===== config.mk =====
export PLATFORM = sky130hd
export DESIGN_NAME = mux_8to1_seq
export DESIGN_NICKNAME = d
export VERILOG_FILES = /design/src/rtl/mux_seq_pkg.sv /design/src/rtl/mux_8to1_seq_div.sv /design/src/rtl/mux_8to1_seq.sv
export SDC_FILE = /design/constraint.sdc
export NUM_CORES = 1
export LEC_CHECK = 0
export ABC_CLOCK_PERIOD_IN_PS = 2000
export CAP_MARGIN = 20
export CORE_MARGIN = 2
export CORE_UTILIZATION = 30
export DETAILED_ROUTE_END_ITERATION = 7
export PLACE_DENSITY_LB_ADDON = 0.08
export SLEW_MARGIN = 20
export SYNTH_ARGS = -nofsm -noshare
export SYNTH_HDL_FRONTEND = slang
export SYNTH_SLANG_ARGS = --single-unit

===== constraint.sdc =====
create_clock -name clk -period 2 [get_ports clk]
set_input_delay 0.2 -clock clk [delete_from_list [all_inputs] [get_ports clk]]
set_output_delay 0.2 -clock clk [all_outputs]
set_load 0.05 [all_outputs]

===== src/rtl/mux_seq_pkg.sv =====
// Shared types and constants for the mux sequencer.
// MSB_FIRST_EN selects MSB-first select order (default is LSB-first).
package mux_seq_pkg;

    localparam int DATA_W = 8;
    localparam int SEL_W  = 3;

    typedef enum logic [1:0] {
        IDLE  = 2'd0,
        SHIFT = 2'd1,
        DONE  = 2'd2
    } state_t;

`ifdef MSB_FIRST_EN
    localparam logic [SEL_W-1:0] START_SEL = 3'd7;
    localparam logic [SEL_W-1:0] LAST_SEL  = 3'd0;
`else
    localparam logic [SEL_W-1:0] START_SEL = 3'd0;
    localparam logic [SEL_W-1:0] LAST_SEL  = 3'd7;
`endif

    // Moves the select one position toward LAST_SEL.
    function automatic logic [SEL_W-1:0] next_sel(input logic [SEL_W-1:0] sel);
`ifdef MSB_FIRST_EN
        return sel - SEL_W'(1);
`else
        return sel + SEL_W'(1);
`endif
    endfunction

endpackage


===== src/rtl/mux_8to1_seq_div.sv =====
// Bit-slot pacing counter: counts 0..DIV-1 and flags the last clock of a slot.
// The count reloads explicitly on clr or at the end of a slot, never by overflow.
module bit_tick_div #(
    parameter int DIV = 4
) (
    input  logic clk,
    input  logic rst_n,
    input  logic clr,
    output logic tick
);

    localparam int CNT_W = (DIV > 1) ? $clog2(DIV) : 1;

    logic [CNT_W-1:0] div_cnt;

    assign tick = (div_cnt == CNT_W'(DIV - 1));

    always_ff @(posedge clk or negedge rst_n) begin
        if (!rst_n) begin
            div_cnt <= '0;
        end else if (clr || tick) begin
            div_cnt <= '0;
        end else begin
            div_cnt <= div_cnt + CNT_W'(1);
        end
    end

endmodule


===== src/rtl/mux_8to1_seq.sv =====
// Paced parallel-to-serial sequencer driving an 8-to-1 mux, with a feedback
// checker on the mux output. Select order follows MSB_FIRST_EN (see package).
module mux_8to1_seq
    import mux_seq_pkg::*;
#(
    parameter int DIV = 4
) (
    input  logic              clk,
    input  logic              rst_n,
    input  logic [DATA_W-1:0] data_in,
    input  logic              load_valid,
    output logic              load_ready,
    output logic [DATA_W-1:0] i,
    output logic [SEL_W-1:0]  s,
    input  logic              y,
    output logic              ser_valid,
    output logic              frame_done,
    input  logic              err_clr,
    output logic              err
);

    state_t state;
    state_t state_nxt;
    logic   tick;
    logic   div_clr;
    logic   accept;
    logic   sample;
    logic   mismatch;

    // The slot counter only runs in SHIFT, so every frame starts at count 0.
    assign div_clr  = (state != SHIFT);
    assign accept   = (state == IDLE) && load_valid;
    assign sample   = (state == SHIFT) && tick;
    assign mismatch = sample && (y != i[s]);

    bit_tick_div #(
        .DIV (DIV)
    ) u_tick (
        .clk   (clk),
        .rst_n (rst_n),
        .clr   (div_clr),
        .tick  (tick)
    );

    always_ff @(posedge clk or negedge rst_n) begin
        if (!rst_n) begin
            state <= IDLE;
        end else begin
            state <= state_nxt;
        end
    end

    always_comb begin
        state_nxt = state;
        unique case (state)
            IDLE:    if (accept) state_nxt = SHIFT;
            SHIFT:   if (sample && (s == LAST_SEL)) state_nxt = DONE;
            DONE:    state_nxt = IDLE;
            default: state_nxt = IDLE;
        endcase
    end

    always_comb begin
        load_ready = (state == IDLE);
        ser_valid  = (state == SHIFT);
        frame_done = (state == DONE);
    end

    always_ff @(posedge clk or negedge rst_n) begin
        if (!rst_n) begin
            i <= '0;
            s <= START_SEL;
        end else begin
            if (accept) begin
                i <= data_in;
            end
            if (accept || (state == DONE)) begin
                s <= START_SEL;
            end else if (sample && (s != LAST_SEL)) begin
                s <= next_sel(s);
            end
        end
    end

    // A new mismatch wins over a clear arriving in the same cycle.
    always_ff @(posedge clk or negedge rst_n) begin
        if (!rst_n) begin
            err <= 1'b0;
        end else if (mismatch) begin
            err <= 1'b1;
        end else if (err_clr) begin
            err <= 1'b0;
        end
    end

endmodule


Word-level counts from Yosys, hierarchy flattened
Cells that the tools add are included.
{"block": "word_totals", "regBits": 16, "input_bits": 13, "output_inout_bits": 15, "wordCells": 38}
{"block": "op_classes", "n_addsub": 2, "order_cmp": 1, "n_eq_ne": 9, "muxes": 10, "n_reduce_logical": 11}
{"op": "$mux W2", "count": 3}
{"op": "$mux W3", "count": 2}
{"op": "$ne A2 B1 Y1 const B", "count": 3}
{"op": "$logic_and A1 B1 Y1", "count": 5}
{"op": "$eq A2 B2 Y1 const B", "count": 2}
{"op": "$lt A3 B4 Y1 const B", "count": 1}
{"op": "$pmux W2 S2", "count": 1}
{"op": "$reduce_bool A2 Y1", "count": 2}
{"op": "$add A3 B1 Y3 const B", "count": 1}
{"op": "$bmux W1 S3", "count": 1}
{"op": "$eq A3 B3 Y1 const B", "count": 1}
{"op": "$mux W1", "count": 3}
{"op": "$ne A3 B3 Y1 const B", "count": 1}
{"op": "$add A2 B1 Y2 const B", "count": 1}
{"op": "$eq A2 B1 Y1 const B", "count": 1}
{"op": "$logic_not A2 Y1", "count": 1}
{"op": "$logic_or A1 B1 Y1", "count": 2}
{"op": "$reduce_and A2 Y1", "count": 1}
{"op": "$ne A1 B1 Y1", "count": 1}

Longest topological paths before layout
Gate-level depths: netlist (run 1).
{"block": "depth", "depth_word": 5, "ltp_mapped": 5, "depth_no_buf": 5}

Modules after synthesis
A second synthesis (run 1) with hierarchy kept.
{"block": "hier_totals", "hier_cells": 55, "hier_area_um2": 735.7}
{"module": "mux_8to1_seq", "instances": 1, "cells_per_inst": 50, "area_per_inst_um2": 650.6, "seq_area_each_um2": 350.3}
{"module": "bit_tick_div", "instances": 1, "cells_per_inst": 5, "area_per_inst_um2": 85.1, "seq_area_each_um2": 50.0}

Worst setup path after synthesis (run 1)
OpenSTA, ideal clock, no wires.
{"block": "synth_timing", "path_type": "flip-flop to flip-flop", "start": "register state[0]", "end": "register i[0]", "arrival_ns": 1.822, "t_required_ns": 1.875, "path_slack_ns": 0.053, "path_stages_with_launch": 5, "path_buffers": 1, "synth_period_minus_slack_ns": 1.947, "cell_sequence": "dfrtp_1 -> nor2_1 -> and2_1 -> buf_2 -> mux2_2"}
{"block": "synth_via", "elab_chain_len": 2}
{"item": "start: declaration", "line_no": "mux_8to1_seq.sv:22", "text": "state_t state;"}
{"item": "start signal: assignment", "line_no": "mux_8to1_seq.sv:49", "text": "state <= state_nxt;"}
{"item": "$logic_not A2 Y1"}
{"item": "net load_ready", "line_no": "mux_8to1_seq.sv:12", "text": "output logic load_ready,"}
{"item": "$logic_and A1 B1 Y1", "line_no": "mux_8to1_seq.sv:32", "text": "assign accept = (state == IDLE) && load_valid;"}
{"item": "end signal: assignment", "line_no": "mux_8to1_seq.sv:75", "text": "i <= data_in;"}
{"item": "end: declaration", "line_no": "mux_8to1_seq.sv:13", "text": "output logic [DATA_W-1:0] i,"}
The timed path passes the listed nets, and every way through them passes these cells.
A chain may end at the register's enable or synchronous reset.

Worst setup path after layout (run 1)
{"block": "layout_timing", "start": "register state[0]", "end": "output port load_ready"}
{"block": "layout_via", "elab_chain_len": 1}
{"item": "$logic_not A2 Y1", "line_no": "mux_8to1_seq.sv:64", "text": "load_ready = (state == IDLE);"}
{"item": "end: declaration", "line_no": "mux_8to1_seq.sv:12"}
Every way passes these cells.

==> out/metrics.cfg, run 1 <==
[routing]
avgRoutedWirePerCell_um = 12.4
post-route-drc-count = 0
wl_um = 1400
drt-pass1-iter-count = 3
drt.antenna.violating_nets = 0
vias_per_cell = 4.58
initialDrtViolationCount = 5
vias = 517

[logic_synthesis]
muxShareOfSynthArea = 0.210
post-synth-top-area-fraction = 0.552
synth-warning-count = 0
synth_top_area_cell = dfrtp_1
synth_adder_area_share = 0.0517
number_of_library_cell_types_mapped_by_synthesis = 22
synthesis.instances = 55
synthSimpleGateAreaFrac = 0.0983
yosys-top-cells-area = dfrtp_1 (55%), mux2_2 (12%), mux4_1 (7.2%)
synth_area_um2 = 726
synth-seq-cells = 16
synth_nets = 71
synth.yosys.seq_area_share = 0.552
synth_top_family_by_area = multiplexers
yosys.area_share.xor_xnor = 0.0241
synthesis.area_per_instance_um2 = 13.2
synth_compound_area_frac = 0.0466

[worst_hold_path]
holdCritPathClass = in2async

[sta]
finalCritPeriodShare = 0.927
timing_worst_slew_pin_value_ns = 0.505
rsz0062_at_grt = false
max-slew-margin-rel = 0.662
final.setup_skew_ns = 0.00178
timing.setup.tns_ns = 0
timing.hold.ws_ns = 0.237
setup_viol_count_final = 0
number_of_max_slew_violations_in_the_final_report = 0
timing.final.crit_period_ns = 1.85
max_freq_ghz = 0.539
hold_viol = 0

[finish]
finish.instance_area_um2 = 1050
design.final.nets = 103
antenna_cells_inserted = 0
area_growth_syn_to_layout_pct = 45.2
most-common-layout-cells = clkdlybuf4s50_1 (26), dfrtp_1 (16), mux2_2 (8)
finalCoreUtilization = 0.467
mostFrequentLayoutCell = clkdlybuf4s50_1
drive_above_1_share = 0.153

[cts]
cts.htree.levels = 1
worst_skew_late_latency_ns = 0.27
clock_sinks = 16
cts_buffer_depth = 2
post_cts.repair.setup_buffers = 0
post_cts_hold_fix_bufs = 0
numCtsBuffers = 3
cts.clk_slew.worst_paths_ns = 0.09
postCtsResizedCells = 0
tritoncts = done
ctsRootBufferMaster = clkbuf_4

[global_route]
grt_pass1_vias = 562
pin_count_of_the_biggest_net_entering_global_routing = 17
global_route_wire_length_before_repair_um = 2420
grt.total_usage = 0.123
grt.overflow.total = 0
grt_antenna_before_repair = 0

[die]
initial_core_util = 0.322
design.die.area_um2 = 2830
ioPinCount = 28
die_x_extent_um = 53.2
die_y_um = 53.2
total_core_area_um2 = 2250
rows = 17

[critical_path]
crit-reg2reg-launch = s[0]$_DFFE_PN0P_
cp.required_ns = 1.80
cpPeakStageDelay_ns = 0.81
cpMaxStageDelayCell = clkdlybuf4s50_1
crit_type = reg2out
worstPathCellList = nor2_1 -> clkdlybuf4s50_1
crit_path_end_kind = primary output
cp.arrival_ns = 1.65
worst_setup_path_startpoint = state[0]$_DFFE_PN0P_
path_max_fanout = 5
start_kind = register

[power_and_ir_drop]
vdd_drop_max_v = 0.000871
total_power_uw = 1810
pwr_density_cell_nw_per_um2 = 1720
total_leakage_power_uw = 0.000451

[run]
drv.max_cap_violation_count = 0

[placement]
place_area_um2 = 1030
place.detailed.hpwl_um = 1070
io_buffers = 27
routabilityCongestion = 0.664

[status]
run_status = completed

-- final timing paths --
kind	cells after the start	to	slack, ns
setup / recovery	2	load_ready	0.15
hold / removal	2	state[1]$_DFFE_PN0P_	0.24
setup reg to reg	4	err$_DFFE_PN0P_	0.39
hold reg to reg	1	u_tick.div_cnt[0]$_DFF_PN0_	0.44
max in group asynchronous	2	i[7]$_DFFE_PN0P_	1.58
min in group clk	1	u_tick.div_cnt[0]$_DFF_PN0_	0.44
-- per-stage QoR --
| stage | cells | setup WS, ns |
|---|---|---|
| floorplan | 55 | 0.0534 |
| global placement | 110 | 0.406 |
| detailed placement | 110 | 0.389 |
| CTS | 113 | 0.133 |
| global route | 113 | 0.0500 |
| finish | 113 | 0.146 |
-- cell type report --
cell class                 count  area [um2]
clock buffer                   3        22.5
sequential                    16         400
tap                           28        35.0
fill                         232        1200
timing repair buffer          28         275
inverter                       2        7.51
multi-input combinational     36         313
-- flip-flops by register name (all words and copies together), names as in the netlist --
name            flops
err                 1
i                   8
s                   3
state               2
u_tick.div_cnt      2
-- report_power, final --
group / total (uW) / leakage (uW) / internal [uW] / switching (uW)
clock: 161 / 0.0000138 / 69.7 / 91.7
combinational: 1070 / 0.000241 / 435 / 637
sequential: 580 / 0.000196 / 467 / 113
total: 1810 / 0.000451 / 972 / 841
-- metal layers --
layer	share of wire	global-route usage	up-vias
met4	0.011	0.0769	0
li1	-	-	255
met3	0.078	0.0339	2
met1	0.46	0.149	242
met2	0.45	0.190	18
met5	0	0	-
-- worst max-delay path: cells and delay by family, from the launching register on --
kind / cells / cell delay (ns)
buffers and inverters: 1 / 0.81
DFF: 1 / 0.42
and+or+nand+nor: 1 / 0.14
-- synthesized netlist by cell type --
cell,instances
o21ai_0,2
nand2_1,2
and2_1,1
nand3b_1,1
and3_1,1
xnor2_1,1
o21bai_1,1
mux2i_1,1
mux4_1,2
dfrtp_1,16
xor2_1,1
inv_1,2
nor3_1,1
nor2_1,5
mux2_2,8
nand2b_1,1
o22ai_1,1
a21oi_1,2
buf_2,1
nor2b_1,1
nor3b_1,1
ha_1,3
-- logic make-up (layout without fill, tap and decap cells) --
logic type / after synthesis / in the layout
XOR/XNOR: 2 / 2
buffers and inverters: 3 / 33
multiplexers: 11 / 11
flip-flops: 16 / 16
adder cells (fa/ha/maj): 3 / 3
AO/OA/AOI/OAI: 6 / 6
AND/OR/NAND/NOR: 14 / 14
Note: power is estimated with default switching activity, not from simulation.
==> run 2, diff against run 1 <==
Settings changed: SKIP_LAST_GASP set to 1.
==> results of run 2 <==
The final DEF is identical to that of run 1; final timing and power are the same.
==> run 3, diff against run 2 <==
Settings changed: CAP_MARGIN 20 to 15, RECOVER_POWER set to 100.
==> out/metrics.cfg, run 3 (synthesized netlist as in run 1, its figures left out) <==
[routing]
vias_per_cell = 4.58
avgRoutedWirePerCell_um = 12.3
drt.antenna.violating_nets = 0
post-route-drc-count = 0
wl_um = 1390
vias = 517
drt-pass1-iter-count = 2
initialDrtViolationCount = 2

[finish]
largest-register = i
drive_above_1_share = 0.129
largest_registers = i x8, s x3
number_of_flip_flops_under_the_largest_register_name = 8
sequential_cell_area_um2 = 400
fillerInstances = 233
antenna_cells_inserted = 0
multiInputGateArea_um2 = 313
area_growth_syn_to_layout_pct = 44.1
design.final.nets = 103
mostFrequentLayoutCell = dfrtp_1
most-common-layout-cells = dfrtp_1 (16), clkdlybuf4s50_1 (13), dlygate4sd3_1 (13)

[cts]
post_cts.repair.setup_buffers = 0
cts.clk_slew.worst_paths_ns = 0.09
cts.htree.levels = 1
clock_sinks = 16
post_cts_hold_fix_bufs = 0
worst_skew_late_latency_ns = 0.27
tritoncts = done
numCtsBuffers = 3
postCtsResizedCells = 0
ctsRootBufferMaster = clkbuf_4
cts_buffer_depth = 2

[global_route]
grt.total_usage = 0.123
grt_antenna_before_repair = 0
global_route_wire_length_before_repair_um = 2420
grt_pass1_vias = 562
pin_count_of_the_biggest_net_entering_global_routing = 17
grt.overflow.total = 0

[status]
run_status = completed

[critical_path]
worst-path-buf-inv = 1
cp_top_family = buffers and inverters
start_kind = register
worstPathCellList = nor2_1 -> clkdlybuf4s50_1
crit_type = reg2out
cpPeakStageDelay_ns = 0.82
path_max_fanout = 5
cpMaxStageDelayCell = clkdlybuf4s50_1
crit_path_end_kind = primary output
cp.required_ns = 1.80
cp.arrival_ns = 1.66

[power_and_ir_drop]
pwr_density_cell_nw_per_um2 = 1680
total_leakage_power_uw = 0.000458
total_power_uw = 1760
vdd_drop_max_v = 0.000835

[sta]
final.setup_skew_ns = 0.00172
timing.final.crit_period_ns = 1.86
max_freq_ghz = 0.539
max-slew-margin-rel = 0.432
hold_viol = 0
finalWorstSetupSlack_ns = 0.144
finalCritPeriodShare = 0.928
timing.setup.tns_ns = 0
rsz0062_at_grt = false
number_of_max_slew_violations_in_the_final_report = 0
timing_worst_slew_pin_value_ns = 0.852
setup_viol_count_final = 0

[die]
die_x_extent_um = 53.2
rows = 17
total_core_area_um2 = 2250
ioPinCount = 28
design.die.area_um2 = 2830
die_y_um = 53.2
initial_core_util = 0.322

[placement]
routabilityCongestion = 0.664
io_buffers = 27
pre_cts_slack_ns = 0.389
place.detailed.hpwl_um = 1070

[worst_hold_path]
holdCritPathClass = reg2reg

[run]
drv.max_cap_violation_count = 0

[run 3: changes by cell type in the layout (fill, tap and decap cells not counted)]
cell	delta
and2_0	+1
and2_1	-1
buf_4	-2
clkbuf_1	+2
clkdlybuf4s50_1	-13
dlygate4sd3_1	+13
[run 3: path summary, 6_finish.rpt]
path                                          endpoint  cells past startpoint                   startpoint  slack [ns]
min in group asynchronous         state[1]$_DFFE_PN0P_                      2                        rst_n        0.54
min                        u_tick.div_cnt[0]$_DFF_PN0_                      1  u_tick.div_cnt[0]$_DFF_PN0_        0.44
max reg2reg                            err$_DFFE_PN0P_                      4             s[0]$_DFFE_PN0P_        0.40
max                                         load_ready                      2         state[0]$_DFFE_PN0P_        0.14
max in group asynchronous             i[7]$_DFFE_PN0P_                      2                        rst_n        0.94
min reg2reg                u_tick.div_cnt[0]$_DFF_PN0_                      1  u_tick.div_cnt[0]$_DFF_PN0_        0.44
[run 3: power by group]
part	total [uW]	leakage [uW]	switching (uW)	internal, uW
Combinational	1020	0.000248	637	388
Clock	161	0.0000138	91.6	69.7
Sequential	575	0.000196	108	467
Total	1760	0.000458	836	925
[run 3: area by class of cell]
class,instances,share of cell area
Multi-Input combinational cell,36,0.299
Inverter,2,0.00718
Tap cell,28,0.0335
Timing Repair Buffer,28,0.256
Sequential cell,16,0.383
Clock buffer,3,0.0215
[run 3: worst register-to-register path: cells and delay by family, from the launching register on]
family / cells / cell delay [ns]
DFF: 1 / 0.46
muxes: 2 / 0.76
xor gates and xnor gates: 1 / 0.18
AOI/OAI and AO/OA: 1 / 0.09
[run 3: layer usage]
layer	part of all wire	track usage	vias to the layer above
li1	-	-	256
met1	0.46	0.149	241
met2	0.45	0.190	18
met3	0.078	0.0339	2
met4	0.011	0.0769	0
met5	0	0	-
[run 3: through the flow]
stage | area (um2) | util | hold slack, ns | cells
final | 1050 | 0.464 | 0.441 | 113
after floorplan | 726 | - | -0.0956 | 55
after global routing | 1050 | 0.464 | 0.469 | 113
after global placement | 1030 | 0.457 | 0.425 | 110
after CTS | 1050 | 0.467 | 0.243 | 113
after detailed placement | 1030 | 0.457 | 0.431 | 110
